[src/rtl/branch_ctrl_if.sv]
// branch_ctrl_if: request, result and comparator signals of the control-flow sequencer
//   master: main control FSM plus branch comparator (drives request and bru_taken)
//   slave : branch_ctrl (drives bru_* operands, busy/done and the resolved result)
interface branch_ctrl_if #(parameter int XLEN = 32);
    logic            start, flush;
    logic [6:0]      opcode;
    logic [2:0]      func3;
    logic [XLEN-1:0] pc, imm, rs1v, rs2v;
    logic            bru_taken;
    logic [6:0]      bru_opcode;
    logic [2:0]      bru_func3;
    logic [XLEN-1:0] bru_rs1v, bru_rs2v;
    logic            busy, done, redirect, rd_we, misaligned, illegal;
    logic [XLEN-1:0] next_pc, rd_wdata;
    modport master (
        output start, flush, opcode, func3, pc, imm, rs1v, rs2v, bru_taken,
        input  bru_opcode, bru_func3, bru_rs1v, bru_rs2v,
        input  busy, done, redirect, next_pc, rd_we, rd_wdata, misaligned, illegal
    );
    modport slave (
        input  start, flush, opcode, func3, pc, imm, rs1v, rs2v, bru_taken,
        output bru_opcode, bru_func3, bru_rs1v, bru_rs2v,
        output busy, done, redirect, next_pc, rd_we, rd_wdata, misaligned, illegal
    );
endinterface

[src/rtl/branch_ctrl.sv]
// branch_ctrl: multi-cycle B-type/JAL/JALR sequencer around a registered comparator
//   clk, rst : clock, synchronous active-high reset
//   bus      : slave side of branch_ctrl_if (request in, bru_* out, result out)
module branch_ctrl #(
    parameter int XLEN   = 32,
    parameter int IALIGN = 32
) (
    input logic         clk,
    input logic         rst,
    branch_ctrl_if.slave bus
);
    localparam logic [6:0] OP_B = 7'b1100011, OP_JAL = 7'b1101111, OP_JALR = 7'b1100111;
    typedef enum logic [1:0] {IDLE, COMPARE, RESOLVE, DONE} state_t;
    state_t state, state_nxt;
    logic [6:0]      op_q;
    logic [2:0]      f3_q;
    logic [XLEN-1:0] pc_q, imm_q, rs1_q, rs2_q, npc_q, wdata_q, sum, target, link;
    logic            redir_q, we_q, mis_q, ill_q;
    logic            accept, is_b, is_jal, is_jalr, ill, mis, take;
    assign accept  = state == IDLE && bus.start && !bus.flush;
    assign is_b    = op_q == OP_B;
    assign is_jal  = op_q == OP_JAL;
    assign is_jalr = op_q == OP_JALR;
    assign ill     = is_b ? f3_q[2:1] == 2'b01 : is_jalr ? f3_q != 3'b000 : !is_jal;
    assign sum     = (is_jalr ? rs1_q : pc_q) + imm_q;
    assign target  = is_jalr ? {sum[XLEN-1:1], 1'b0} : sum;
    assign link    = pc_q + XLEN'(4);
    assign mis     = IALIGN == 16 ? target[0] : |target[1:0];
    // misalignment only matters for a branch that is actually taken
    assign take    = !is_b || bus.bru_taken;
    always_ff @(posedge clk) begin
        if (rst) state <= IDLE;
        else     state <= state_nxt;
    end
    always_comb begin
        state_nxt = state == IDLE ? (accept ? (bus.opcode == OP_B ? COMPARE : RESOLVE) : IDLE)
                  : (state == DONE || bus.flush) ? IDLE
                  : state == COMPARE ? RESOLVE : DONE;
    end
    always_ff @(posedge clk) begin
        if (rst) begin
            {op_q, f3_q, pc_q, imm_q, rs1_q, rs2_q} <= '0;
        end else if (accept) begin
            {op_q, f3_q, pc_q, imm_q, rs1_q, rs2_q} <= {bus.opcode, bus.func3, bus.pc, bus.imm, bus.rs1v, bus.rs2v};
        end
    end
    // results are resolved in RESOLVE and presented during DONE
    always_ff @(posedge clk) begin
        if (rst) begin
            {redir_q, we_q, mis_q, ill_q, npc_q, wdata_q} <= '0;
        end else if (state == RESOLVE && !bus.flush) begin
            redir_q <= !ill && take && !mis;
            we_q    <= !ill && !is_b && !mis;
            mis_q   <= !ill && take && mis;
            ill_q   <= ill;
            npc_q   <= (!ill && take && !mis) ? target : link;
            wdata_q <= link;
        end
    end
    always_comb begin
        bus.busy       = state != IDLE;
        bus.done       = state == DONE;
        bus.redirect   = state == DONE && redir_q;
        bus.rd_we      = state == DONE && we_q;
        bus.misaligned = state == DONE && mis_q;
        bus.illegal    = state == DONE && ill_q;
        bus.next_pc    = npc_q;
        bus.rd_wdata   = wdata_q;
        bus.bru_opcode = state == COMPARE ? op_q : 7'd0;
        bus.bru_func3  = f3_q;
        bus.bru_rs1v   = rs1_q;
        bus.bru_rs2v   = rs2_q;
    end
endmodule

[src/flat_wrapper.sv]
// flat-port wrapper written by rule: the top's interface ports become plain ports
module branch_ctrl_flat 
#(
    parameter int XLEN   = 32,
    parameter int IALIGN = 32
)
  (clk, rst, bus_start, bus_flush, bus_opcode, bus_func3, bus_pc, bus_imm, bus_rs1v, bus_rs2v, bus_bru_taken, bus_bru_opcode, bus_bru_func3, bus_bru_rs1v, bus_bru_rs2v, bus_busy, bus_done, bus_redirect, bus_next_pc, bus_rd_we, bus_rd_wdata, bus_misaligned, bus_illegal);
  branch_ctrl_if #(.XLEN(XLEN)) bus_i ();
  input logic clk;
  input logic rst;
  input wire logic [$bits(bus_i.start)-1:0] bus_start;
  input wire logic [$bits(bus_i.flush)-1:0] bus_flush;
  input wire logic [$bits(bus_i.opcode)-1:0] bus_opcode;
  input wire logic [$bits(bus_i.func3)-1:0] bus_func3;
  input wire logic [$bits(bus_i.pc)-1:0] bus_pc;
  input wire logic [$bits(bus_i.imm)-1:0] bus_imm;
  input wire logic [$bits(bus_i.rs1v)-1:0] bus_rs1v;
  input wire logic [$bits(bus_i.rs2v)-1:0] bus_rs2v;
  input wire logic [$bits(bus_i.bru_taken)-1:0] bus_bru_taken;
  output wire logic [$bits(bus_i.bru_opcode)-1:0] bus_bru_opcode;
  output wire logic [$bits(bus_i.bru_func3)-1:0] bus_bru_func3;
  output wire logic [$bits(bus_i.bru_rs1v)-1:0] bus_bru_rs1v;
  output wire logic [$bits(bus_i.bru_rs2v)-1:0] bus_bru_rs2v;
  output wire logic [$bits(bus_i.busy)-1:0] bus_busy;
  output wire logic [$bits(bus_i.done)-1:0] bus_done;
  output wire logic [$bits(bus_i.redirect)-1:0] bus_redirect;
  output wire logic [$bits(bus_i.next_pc)-1:0] bus_next_pc;
  output wire logic [$bits(bus_i.rd_we)-1:0] bus_rd_we;
  output wire logic [$bits(bus_i.rd_wdata)-1:0] bus_rd_wdata;
  output wire logic [$bits(bus_i.misaligned)-1:0] bus_misaligned;
  output wire logic [$bits(bus_i.illegal)-1:0] bus_illegal;
  assign bus_i.start = bus_start;
  assign bus_i.flush = bus_flush;
  assign bus_i.opcode = bus_opcode;
  assign bus_i.func3 = bus_func3;
  assign bus_i.pc = bus_pc;
  assign bus_i.imm = bus_imm;
  assign bus_i.rs1v = bus_rs1v;
  assign bus_i.rs2v = bus_rs2v;
  assign bus_i.bru_taken = bus_bru_taken;
  assign bus_bru_opcode = bus_i.bru_opcode;
  assign bus_bru_func3 = bus_i.bru_func3;
  assign bus_bru_rs1v = bus_i.bru_rs1v;
  assign bus_bru_rs2v = bus_i.bru_rs2v;
  assign bus_busy = bus_i.busy;
  assign bus_done = bus_i.done;
  assign bus_redirect = bus_i.redirect;
  assign bus_next_pc = bus_i.next_pc;
  assign bus_rd_we = bus_i.rd_we;
  assign bus_rd_wdata = bus_i.rd_wdata;
  assign bus_misaligned = bus_i.misaligned;
  assign bus_illegal = bus_i.illegal;
  branch_ctrl #(.XLEN(XLEN), .IALIGN(IALIGN)) u_core (.clk(clk), .rst(rst), .bus(bus_i));
endmodule
[config.mk]
export PLATFORM = sky130hd
export DESIGN_NAME = branch_ctrl_flat
export DESIGN_NICKNAME = d
export VERILOG_FILES = /design/src/rtl/branch_ctrl_if.sv /design/src/rtl/branch_ctrl.sv /design/src/flat_wrapper.sv
export SDC_FILE = /design/constraint.sdc
export NUM_CORES = 1
export LEC_CHECK = 0
export CORE_ASPECT_RATIO = 1.1
export CORE_MARGIN = 5
export CORE_UTILIZATION = 44
export DETAILED_ROUTE_END_ITERATION = 7
export GPL_TIMING_DRIVEN = 0
export HOLD_SLACK_MARGIN = 0.1
export PLACE_DENSITY = 0.88
export REMOVE_ABC_BUFFERS = 1
export SLEW_MARGIN = 25
export SYNTH_ARGS = -nofsm -noshare
export SYNTH_HDL_FRONTEND = slang
export SYNTH_SLANG_ARGS = --single-unit
[constraint.sdc]
create_clock -name clk -period 3.7 [get_ports clk]
set_clock_uncertainty 0.2 [all_clocks]
set_input_delay 0.555 -clock clk [delete_from_list [all_inputs] [get_ports clk]]
set_output_delay 0.555 -clock clk [all_outputs]
set_load 0.01 [all_outputs]
---- Word-level counts from Yosys, hierarchy flattened ----
Index checks and enable logic that the tools add are counted.
operators by class
  reduce and logical (&&, ||, !) cells .... 23
  equal/unequal tests ..................... 8
  add/subtract/negate cells ............... 2
  mux-type cells .......................... 11
operators by type and width
  kind                   number
  $mux 32                2
  $add 32x3->32 const B  1
  $add 32x32->32         1
  $eq 7x7->1 const B     4
  $logic_and 1x1->1      12
  $mux 2                 4
  $mux 7                 1
  $logic_not 1->1        5
  $eq 2x1->1 const B     2
  $eq 2x2->1 const B     2
  $mux 1                 4
  $reduce_bool 3->1      1
  $logic_not 2->1        1
  $logic_or 1x1->1       2
  $reduce_bool 2->1      1
  $reduce_or 2->1        1
storage, ports and cells
  input port bits ......................... 143
  word-level logic and storage cells ...... 57
  output and inout bits ................... 144
  bits in registers ....................... 208

---- Longest topological paths before layout ----
Gate-level depths: netlist of the first run.
  word-level depth ........................ 8
  depth in mapped cells ................... 15
  depth with buffers taken out ............ 14

---- Least setup slack after synthesis of the first run ----
No wires, ideal clock.
  path kind ............................... reg2reg
  from .................................... register u_core.op_q[3]
  to ...................................... register u_core.npc_q[28] (netlist: u_core.bus.next_pc[28])
  clock period less this slack ............ 3916 ps
  required time ........................... 3363 ps
  path buffers ............................ 2
  stages on the path, launching flop included .. 16
  library setup time ...................... 137 ps
  slack ................................... -216 ps
  arrival time ............................ 3578 ps
  cell sequence ........................... dfxtp_1 -> clkbuf_1 -> nand4b_1 -> clkbuf_1 -> mux2_2 -> ha_1 -> inv_1 -> fa_1 -> and2b_1 -> o2111ai_2 -> a2111oi_4 -> o21ai_4 -> a211oi_4 -> nor4_1 -> o41ai_2 -> a211oi_1
on the way
  longest elaborated chain between the ends .. 8
  elaborated cells on any way between the ends .. 17
  classes of those cells .................. add/sub (1); eq/ne (3); mux (5); reduce/logical (8)
ends and longest elaborated chain
  what                                                  RTL line                              RTL
  start, declared                                       branch_ctrl.sv:15                     logic [6:0] op_q;
  start signal, assigned                                branch_ctrl.sv:44                     {op_q, f3_q, pc_q, imm_q, rs1_q, rs2_q} <= {bus.opcode, bus.func3, bus.pc, bus.imm, bus.rs1v, bus.rs2v};
  $eq 7x7->1, on equally long branches                  branch_ctrl.sv:23, branch_ctrl.sv:22
  $mux 32 or $logic_not 1->1 (tied branches)            branch_ctrl.sv:25, branch_ctrl.sv:24
  $add 32x32->32 or $mux 1 (tied branches)              branch_ctrl.sv:25, branch_ctrl.sv:24
  $mux 1, on equally long branches                      branch_ctrl.sv:26, branch_ctrl.sv:24
  $reduce_or 2->1 or $logic_not 1->1 (tied branches)    branch_ctrl.sv:28, branch_ctrl.sv:56
  $logic_not 1->1 or $logic_and 1x1->1 (tied branches)  branch_ctrl.sv:56                     npc_q <= (!ill && take && !mis) ? target : link;
  $logic_and 1x1->1                                     branch_ctrl.sv:56
  $mux 32 (*)                                           branch_ctrl.sv:56
  end signal, assigned                                  branch_ctrl.sv:56
  end, declared                                         branch_ctrl.sv:17                     logic [XLEN-1:0] pc_q, imm_q, rs1_q, rs2_q, npc_q, wdata_q, sum, target, link;
Mark *: on every way between the ends. The rest lies on a longest branch, timed or not.
A chain may end at the register's enable or synchronous reset.

---- Worst setup path in the final report of the first run ----
  from .................................... register u_core.op_q[4]
  to ...................................... register u_core.npc_q[30] (netlist: u_core.bus.next_pc[30])
Same word-level chain as after synthesis.

==> flow_metrics.tcl, run 1 <==
set metrics [dict create \
    nets 1785 \
    drive_gt1_share_pct 12.9 \
    synth_common_cells "nand2_1, dfxtp_1, a21oi_1" \
    globalplace.congestion 0.850 \
    end_kind "flip-flop" \
    total_power_mw 5.64 \
    max_stage_delay_ps 490 \
    worst_ir_drop_vdd_uv 276 \
    cts.sinks 208 \
    synth.avg_cell_area_um2 7.76 \
    path_class "flip-flop to flip-flop" \
    htree_levels 1 \
    p_leak_nw 5.54 \
    period_share_pct 108 \
    clk_pin_slew_ps 60 \
    slew_violations 0 \
    via_per_inst 5.53 \
    synthDistinctLibCells 69 \
    area_growth_pct 45.4 \
    relSlewSlack_pct 33.5 \
    crit_family "compound AO/OA/AOI/OAI gates" \
    synth_top_area_share_pct 40.1 \
    grt_pass1_vias 10200 \
    slowest_stage "a2111oi_4" \
    register_area_um2 4170 \
    synth_area_um2 10400 \
    rsz0062_at_grt "yes" \
    synth_top_cell_by_area "dfxtp_1" \
    drt_wl_total_um 34600 \
    synth_compound_area_share_pct 20.7 \
    holdBufCountCts 0 \
    ios 287 \
    wl_per_cell_um 18.0 \
    fillers 1869 \
    first_pass_iters 7 \
    synth_edf_count 0 \
    worstPathArrival_ps 4190 \
    timing.fmax_mhz 251 \
    dieWidth_um 156 \
    core_um2 23500 \
    multi_input_area_um2 6390 \
    vias 10700 \
    io_buffers 286 \
    violations "setup timing" \
    first_iter_violations 713 \
    dieArea_um2 26800 \
    cts_tree "yes" \
    synth.most_common_cell "nand2_1" \
    p_per_area_nw_per_um2 374 \
    drc 0 \
    synth-seq-cells 208 \
    hp-class "flip-flop to flip-flop" \
    hold_viol 0 \
    fp-row-count 59 \
    yosysWarnings 0 \
    final_util_pct 64.3 \
    yosys.area_share.simple_pct 23.5 \
    dp_hpwl_um 23900 \
    ys_seq_area_share_pct 40.1 \
    cts_buffer_depth 3 \
    crit_fanout 5 \
    period_minus_slack_ps 3980 \
    worstPathCellList "and4b_2, nand4b_1, buf_6, mux2_4, ha_4, inv_2, fa_2, and2b_2, o2111ai_4, a2111oi_4, o21ai_4, buf_4, a21oi_4, or3_4, a21oi_1, o41ai_2" \
    setup_ws_ps -281 \
    synth_top_family_by_area "simple AND/OR/NAND/NOR gates" \
    worstSkewPairLatency_ps 510 \
    setup_violations 12 \
    cp_num_buf_inv 3 \
    ys_async_sr_fraction_pct 0 \
    track_usage_pct 23.6 \
    antenna_found_initial 0 \
    muxShareOfSynthArea_pct 3.75 \
    syn_inst 1338 \
    synth.area.top_cells "dfxtp_1, nand2_1, a21oi_1" \
    synth_top_flop_cell "dfxtp_1" \
    synth-xor-area-share_pct 3.80 \
    grt-ovfl-total 0 \
    n_antenna_cell 0 \
    grt_max_degree 106 \
    cts_made_buffers 23 \
    grt_pass1_wl_um 52200 \
    required_ps 3910 \
    drv_cap 0 \
    antenna_left 0 \
    synthAdderAreaFrac_pct 4.41 \
    startpoint_type "flip-flop" \
    start_util_pct 44.2 \
    worst_slew_pin_slew_ps 986 \
    outcome "finished with violations" \
    cts-root-buf "clkbuf_16" \
    die_h_um 171 \
]
repair_timing:
action	in CTS	in global routing
resized for setup	52	59
gates cloned	0	1
setup buffers	15	8
setup endpoints to repair	33	19
pin swaps	28	20
endpoints found under the hold margin	0	0
cell usage in the layout (no fill, tap or decap), types with 15 or more instances in the layout:
cell type	count
clkdlybuf4s50_1	285
nand2_1	327
ha_1	15
a21o_1	15
mux2_2	30
nor3_1	21
buf_4	32
clkbuf_16	23
nand3_1	26
a21oi_1	186
nor2_1	98
xor2_1	27
xnor2_1	17
dfxtp_1	206
a211oi_1	47
registers in the layout (all words and copies together) (netlist names):
signal / count
u_core.redir_q: 1
u_core.op_q: 7
u_core.bus.bru_rs2v: 32
u_core.ill_q: 1
u_core.we_q: 1
u_core.bus.bru_rs1v: 32
u_core.pc_q: 32
u_core.bus.next_pc: 32
u_core.state: 2
u_core.mis_q: 1
u_core.bus.bru_func3: 3
u_core.bus.rd_wdata: 32
u_core.imm_q: 32
area by class of cell:
cell class	count	share of cell area, %
Multi-Input combinational cell	1028	42.3
Inverter	14	0.348
Clock buffer	27	4.05
Timing Repair Buffer	331	22.1
Clock inverter	14	1.05
Tap cell	305	2.53
Sequential cell	208	27.6
per-layer routing:
metal,wire (um),global-route usage [%],vias to the layer above,share of wire [%]
met3,2800,5.51,84,8.1
li1,-,-,5183,-
met5,0,0,-,0
met2,16800,40.5,419,48
met1,14000,28.8,4979,40
met4,1070,8.53,0,3.1
final timing paths:
kind / to / depth (start not counted) / startpoint / slack [ps]
max: u_core.bus.next_pc[30] / 16 / u_core.op_q[4] / -280
min reg2reg: u_core.bus.bru_rs2v[6] / 2 / u_core.bus.bru_rs2v[6] / 250
max reg2reg: u_core.bus.next_pc[30] / 16 / u_core.op_q[4] / -280
min: u_core.bus.bru_rs2v[6] / 2 / u_core.bus.bru_rs2v[6] / 250
cell families (layout without fill, tap and decap cells):
group | after synthesis | count (layout)
AO/OA/AOI/OAI | 344 | 345
XOR/XNOR | 45 | 45
adder cells (fa/ha/maj) | 36 | 36
buffers and inverters | 103 | 386
flip-flops | 208 | 208
multiplexers | 35 | 35
AND/OR/NAND/NOR | 567 | 567
through the flow:
step / cell area [um^2] / setup WS [ps] / setup TNS [ps] / cells / hold WS (ps)
after floorplan: 10000 / -5150 / -761920 / 1249 / 221
after global placement: 13300 / -11060 / -1652650 / 1840 / 238
after detailed placement: 13600 / -887 / -13990 / 1864 / 246
after CTS: 14700 / -168 / -490 / 1918 / 255
after global routing: 15100 / -406 / -3480 / 1927 / 267
final: 15100 / -281 / -1930 / 1927 / 251
power breakdown:
part | internal (mW) | switching (mW)
registers | 2.34 | 0.0869
clock network | 1.39 | 0.957
logic | 0.439 | 0.417
worst min-delay path, stage by stage, from the launching register on:
cell,delay (ps)
dfxtp_1,310
nand2_1,50
a21oi_1,50
No activity file was read; power rests on OpenSTA's default activity.
==> run 2: changes to the inputs <==
--- a/config.mk
+++ b/config.mk
@@ -11,9 +11,10 @@
 export DETAILED_ROUTE_END_ITERATION = 7
 export GPL_TIMING_DRIVEN = 0
 export HOLD_SLACK_MARGIN = 0.1
-export PLACE_DENSITY = 0.88
+export PLACE_DENSITY = 0.77
 export REMOVE_ABC_BUFFERS = 1
 export SLEW_MARGIN = 25
 export SYNTH_ARGS = -nofsm -noshare
 export SYNTH_HDL_FRONTEND = slang
 export SYNTH_SLANG_ARGS = --single-unit
+export TNS_END_PERCENT = 100
==> run 2 against run 1 <==
First-iteration DRC count grew 4.1%. Largest power group unchanged. Critical endpoint is now u_core.bus.next_pc[22]. Cell count grew 0.57%. Clock power grew 3%. Power grew 1.1%. Via count shrank 1.3%. Count of clock-buffer cells in the layout grew 9. Critical path depth is the same. Largest cell class unchanged. The run still ends with setup timing left.
==> flow_metrics.tcl, run 2 (same netlist as run 1, synthesis figures left out) <==
set metrics [dict create \
    core_um2 23500 \
    io_buffers 286 \
    ios 287 \
    area_growth_pct 45.9 \
    postLayoutCellArea_um2 15100 \
    worstSkewPairLatency_ps 510 \
    violations "setup timing" \
    globalplace.congestion 0.849 \
    nets 1794 \
    place_area_um2 13700 \
    n_antenna_cell 0 \
    worst_ir_drop_vdd_uv 439 \
    outcome "finished with violations" \
    grt_max_degree 109 \
    crit_family "simple AND/OR/NAND/NOR gates" \
    start_util_pct 44.2 \
    end_kind "flip-flop" \
    p_leak_nw 5.62 \
    via_per_inst 5.43 \
    drc 0 \
    setup_tns_ps -1350 \
    path_class "flip-flop to flip-flop" \
    cts-root-buf "clkbuf_16" \
    die_h_um 171 \
    dp_hpwl_um 23600 \
    cts.sinks 208 \
    track_usage_pct 23.4 \
    required_ps 3880 \
    cp_num_buf_inv 3 \
    fp-row-count 59 \
    vias 10500 \
    period_share_pct 106 \
    drive_gt1_share_pct 12.6 \
    wl_per_cell_um 17.6 \
    antenna_found_initial 0 \
    slowest_stage "or4_4" \
    dieArea_um2 26800 \
    rsz0062_at_grt "yes" \
    drt_wl_total_um 34100 \
    cts_tree "yes" \
    dp.cells 1866 \
    total_power_mw 5.70 \
    holdBufCountCts 0 \
    worst_slew_pin_slew_ps 952 \
    fin_cells 1938 \
    worstPathArrival_ps 4090 \
    startpoint_type "flip-flop" \
    clk_pin_slew_ps 60 \
    hp-class "flip-flop to flip-flop" \
    hold_viol 0 \
    timing.fmax_mhz 255 \
    period_minus_slack_ps 3920 \
    worstPathCellList "and4b_1, nand4b_1, buf_4, mux2_4, ha_4, inv_2, fa_2, and2b_2, o2111ai_4, a2111oi_4, buf_4, o21ai_4, a21oi_4, or4_4, a31oi_4, a211oi_2" \
    grt-ovfl-total 0 \
    crit_top_cell "buf_4" \
    setup_violations 9 \
    cts_made_buffers 24 \
    crit_fanout 5 \
    first_pass_iters 5 \
    p_per_area_nw_per_um2 376 \
    relSlewSlack_pct 35.8 \
    grt_pass1_wl_um 51800 \
    antenna_left 0 \
    grt_pass1_vias 10000 \
    first_iter_violations 742 \
    max_stage_delay_ps 440 \
    slew_violations 0 \
    dieWidth_um 156 \
    layout_common_cells "nand2_1, clkdlybuf4s50_1, dfxtp_1" \
    cts_buffer_depth 3 \
    final_common_cell "nand2_1" \
    htree_levels 1 \
    drv_cap 0 \
    setup_ws_ps -218 \
]
## run 2: area by class of cell
type	count	area [um^2]
clock inverter	8	92.6
inverter	14	52.6
fill	2007	8330
tap	305	382
multi-input combinational	1028	6310
timing repair buffer	339	3420
clock buffer	36	717
sequential	208	4170
## run 2: power by group
group / internal [mW] / leakage [nW] / switching, mW
clock: 1.47 / 0.399 / 0.947
combinational: 0.438 / 3.52 / 0.411
sequential: 2.34 / 1.70 / 0.0857
## run 2: tightest hold or removal path, cell delays in order (launching register included)
cell	delay, ps
dfxtp_1	310
nand2_1	50
a21oi_1	50
## run 2: path summary, 6_finish.rpt
path,startpoint,to,slack [ps],depth (start not counted)
setup / recovery,u_core.op_q[4],u_core.bus.next_pc[22],-220,16
hold / removal,u_core.bus.bru_rs2v[25],u_core.bus.bru_rs2v[25],250,2
setup reg to reg,u_core.op_q[4],u_core.bus.next_pc[22],-220,16
hold reg to reg,u_core.bus.bru_rs2v[25],u_core.bus.bru_rs2v[25],250,2
## run 2: per-layer routing
metal | global-route usage [%] | share of wire, %
met1 | 29.0 | 41
met2 | 40.5 | 49
met3 | 5.74 | 7.9
met5 | 0 | 0
met4 | 6.34 | 2.4
## run 2: per-stage QoR
| step | hold slack (ps) | setup WS, ps | utilization, % |
|---|---|---|---|
| global route | 269 | -334 | 64.5 |
| detailed placement | 244 | -709 | 58.2 |
| global placement | 239 | -10990 | 56.6 |
| floorplan | 221 | -5150 | - |
| finish | 252 | -218 | 64.5 |
| CTS | 252 | -55.0 | 62.9 |
## run 2: what timing repair did
item	in CTS	in global routing
resized for setup	40	54
buffers inserted	17	11
cloned	0	1
endpoints found under the hold margin	0	0
setup endpoints to repair	27	19
pin swaps	22	12
==> run 3: changes to the inputs <==
--- a/config.mk
+++ b/config.mk
@@ -5,7 +5,7 @@
 export SDC_FILE = /design/constraint.sdc
 export NUM_CORES = 1
 export LEC_CHECK = 0
-export CORE_ASPECT_RATIO = 1.1
+export CORE_ASPECT_RATIO = 0.75
 export CORE_MARGIN = 5
 export CORE_UTILIZATION = 44
 export DETAILED_ROUTE_END_ITERATION = 7
==> run 3 against run 2 <==
The run still ends with setup timing left. Count of clock-buffer cells in the layout fell by 3. Cell count fell by 1.1%. Sequential power barely moved. Largest cell class unchanged. First-iteration DRC count rose by 4.7%.
==> flow_metrics.tcl, run 3 (same netlist as run 1, synthesis figures left out) <==
set metrics [dict create \
    cts_buffer_depth 3 \
    crit_fanout 4 \
    worstSkewPairLatency_ps 500 \
    antenna_found_initial 0 \
    cts_made_buffers 22 \
    nets 1780 \
    clk_pin_slew_ps 60 \
    grt.met2_usage_pct 37.0 \
    end_kind "flip-flop" \
    hp-start "u_core.bus.bru_rs2v[13]" \
    hold_viol 0 \
    fillers 1928 \
    area_growth_pct 42.4 \
    worst_ir_drop_vdd_uv 283 \
    whs_path_depth 2 \
    drive_gt1_share_pct 10.3 \
    startpoint_type "flip-flop" \
    dieArea_um2 26800 \
    p_leak_nw 5.52 \
    outcome "finished with violations" \
    dp.cells 1860 \
    vias 10500 \
    antenna_left 0 \
    period_share_pct 105 \
    whs_endpoint "u_core.bus.bru_rs2v[13]" \
    pre_cts_slack_ps -874 \
    gr-max-usage-layer "met2" \
    grt_pass1_vias 9976 \
    final_common_cell "nand2_1" \
    required_ps 3860 \
    r2r_setup_slack_ps -190 \
    dp_hpwl_um 24000 \
    relSlewSlack_pct 43.8 \
    cts_tree "yes" \
    worstPathArrival_ps 4060 \
    violations "setup timing" \
    holdBufCountCts 0 \
    rsz0062_at_grt "yes" \
    p_per_area_nw_per_um2 379 \
    drt_wl_total_um 33300 \
    period_minus_slack_ps 3890 \
    layout_common_cells "nand2_1, clkdlybuf4s50_1, dfxtp_1" \
    r2r_start "u_core.op_q[4]" \
    holdWs_ps 252 \
    htree_levels 1 \
    r2r_cells 15 \
    drc 0 \
    n_antenna_cell 0 \
    core_um2 23100 \
    fp-row-count 48 \
    postLayoutCellArea_um2 14800 \
    ios 287 \
    cts.sinks 208 \
    first_pass_iters 5 \
    place_area_um2 13600 \
    via_per_inst 5.48 \
    cts-root-buf "clkbuf_16" \
    fin_cells 1916 \
    setup_violations 8 \
    slew_violations 0 \
    use_met3_pct 6.87 \
    drv_cap 0 \
    r2r-end "u_core.bus.next_pc[28]" \
    grt_pass1_wl_um 52200 \
    first_iter_violations 777 \
    final_util_pct 64.0 \
    die_h_um 143 \
    io_buffers 286 \
    setup_ws_ps -194 \
    met1_usage_pct 31.7 \
    timing.fmax_mhz 257 \
    dieWidth_um 187 \
    start_util_pct 44.9 \
    total_power_mw 5.60 \
    grt_max_degree 116 \
    path_class "flip-flop to flip-flop" \
    setup_tns_ps -837 \
    hp-class "flip-flop to flip-flop" \
    wl_per_cell_um 17.4 \
    worst_slew_pin_slew_ps 842 \
    track_usage_pct 23.3 \
    grt-ovfl-total 0 \
    globalplace.congestion 0.892 \
]
[run 3: layout make-up]
type,instances,area [um^2],area share (%)
clock buffer,33,663,4.48
clock inverter,6,109,0.736
inverter,14,52.6,0.355
multi-input combinational,1027,6100,41.3
sequential,208,4170,28.2
tap,300,375,2.54
timing repair buffer,328,3320,22.4
[run 3: how the worst max path moves through the flow]
stage	startpoint	end	slack [ps]	cells past startpoint
after CTS	u_core.op_q[4]	u_core.bus.next_pc[28]	-150	15
after detailed placement	u_core.op_q[4]	u_core.bus.next_pc[28]	-870	15
after global placement	bus_flush	u_core.imm_q[13]	-10780	4
final	u_core.op_q[4]	u_core.bus.next_pc[28]	-190	15
after floorplan	u_core.state[1]	u_core.state[0]	-5150	4
after global routing	u_core.op_q[4]	u_core.bus.next_pc[26]	-350	15
[run 3: worst max-delay path, stage by stage (launching register included)]
cell and delay (ps):
dfxtp_2 320, and4b_1 290, nand4b_1 150, buf_6 160, mux2_4 210, ha_4 140, inv_2 40, fa_2 350
and2b_2 260, o2111ai_4 160, a2111oi_4 440, o21ai_4 130, a211oi_4 370, nor4_2 110, o41ai_2 290, a211oi_1 130
[run 3: repair_timing]
| action | CTS | global route |
|---|---|---|
| pin swaps | 19 | 9 |
| gates resized for setup | 34 | 26 |
| endpoints found under the setup margin | 31 | 24 |
| setup buffers | 11 | 6 |
| hold endpoints to repair | 0 | 0 |
[run 3: per-layer routing]
layer | routed length (um) | part of all wire (%)
met3 | 2980 | 9.0
met2 | 14500 | 44
met1 | 15100 | 45
met5 | 0 | 0
met4 | 657 | 2.0
[run 3: power by group]
group	internal, mW	total (mW)	switching, mW
Sequential	2.34	2.43	0.0845
Combinational	0.426	0.826	0.400
Clock	1.44	2.34	0.900
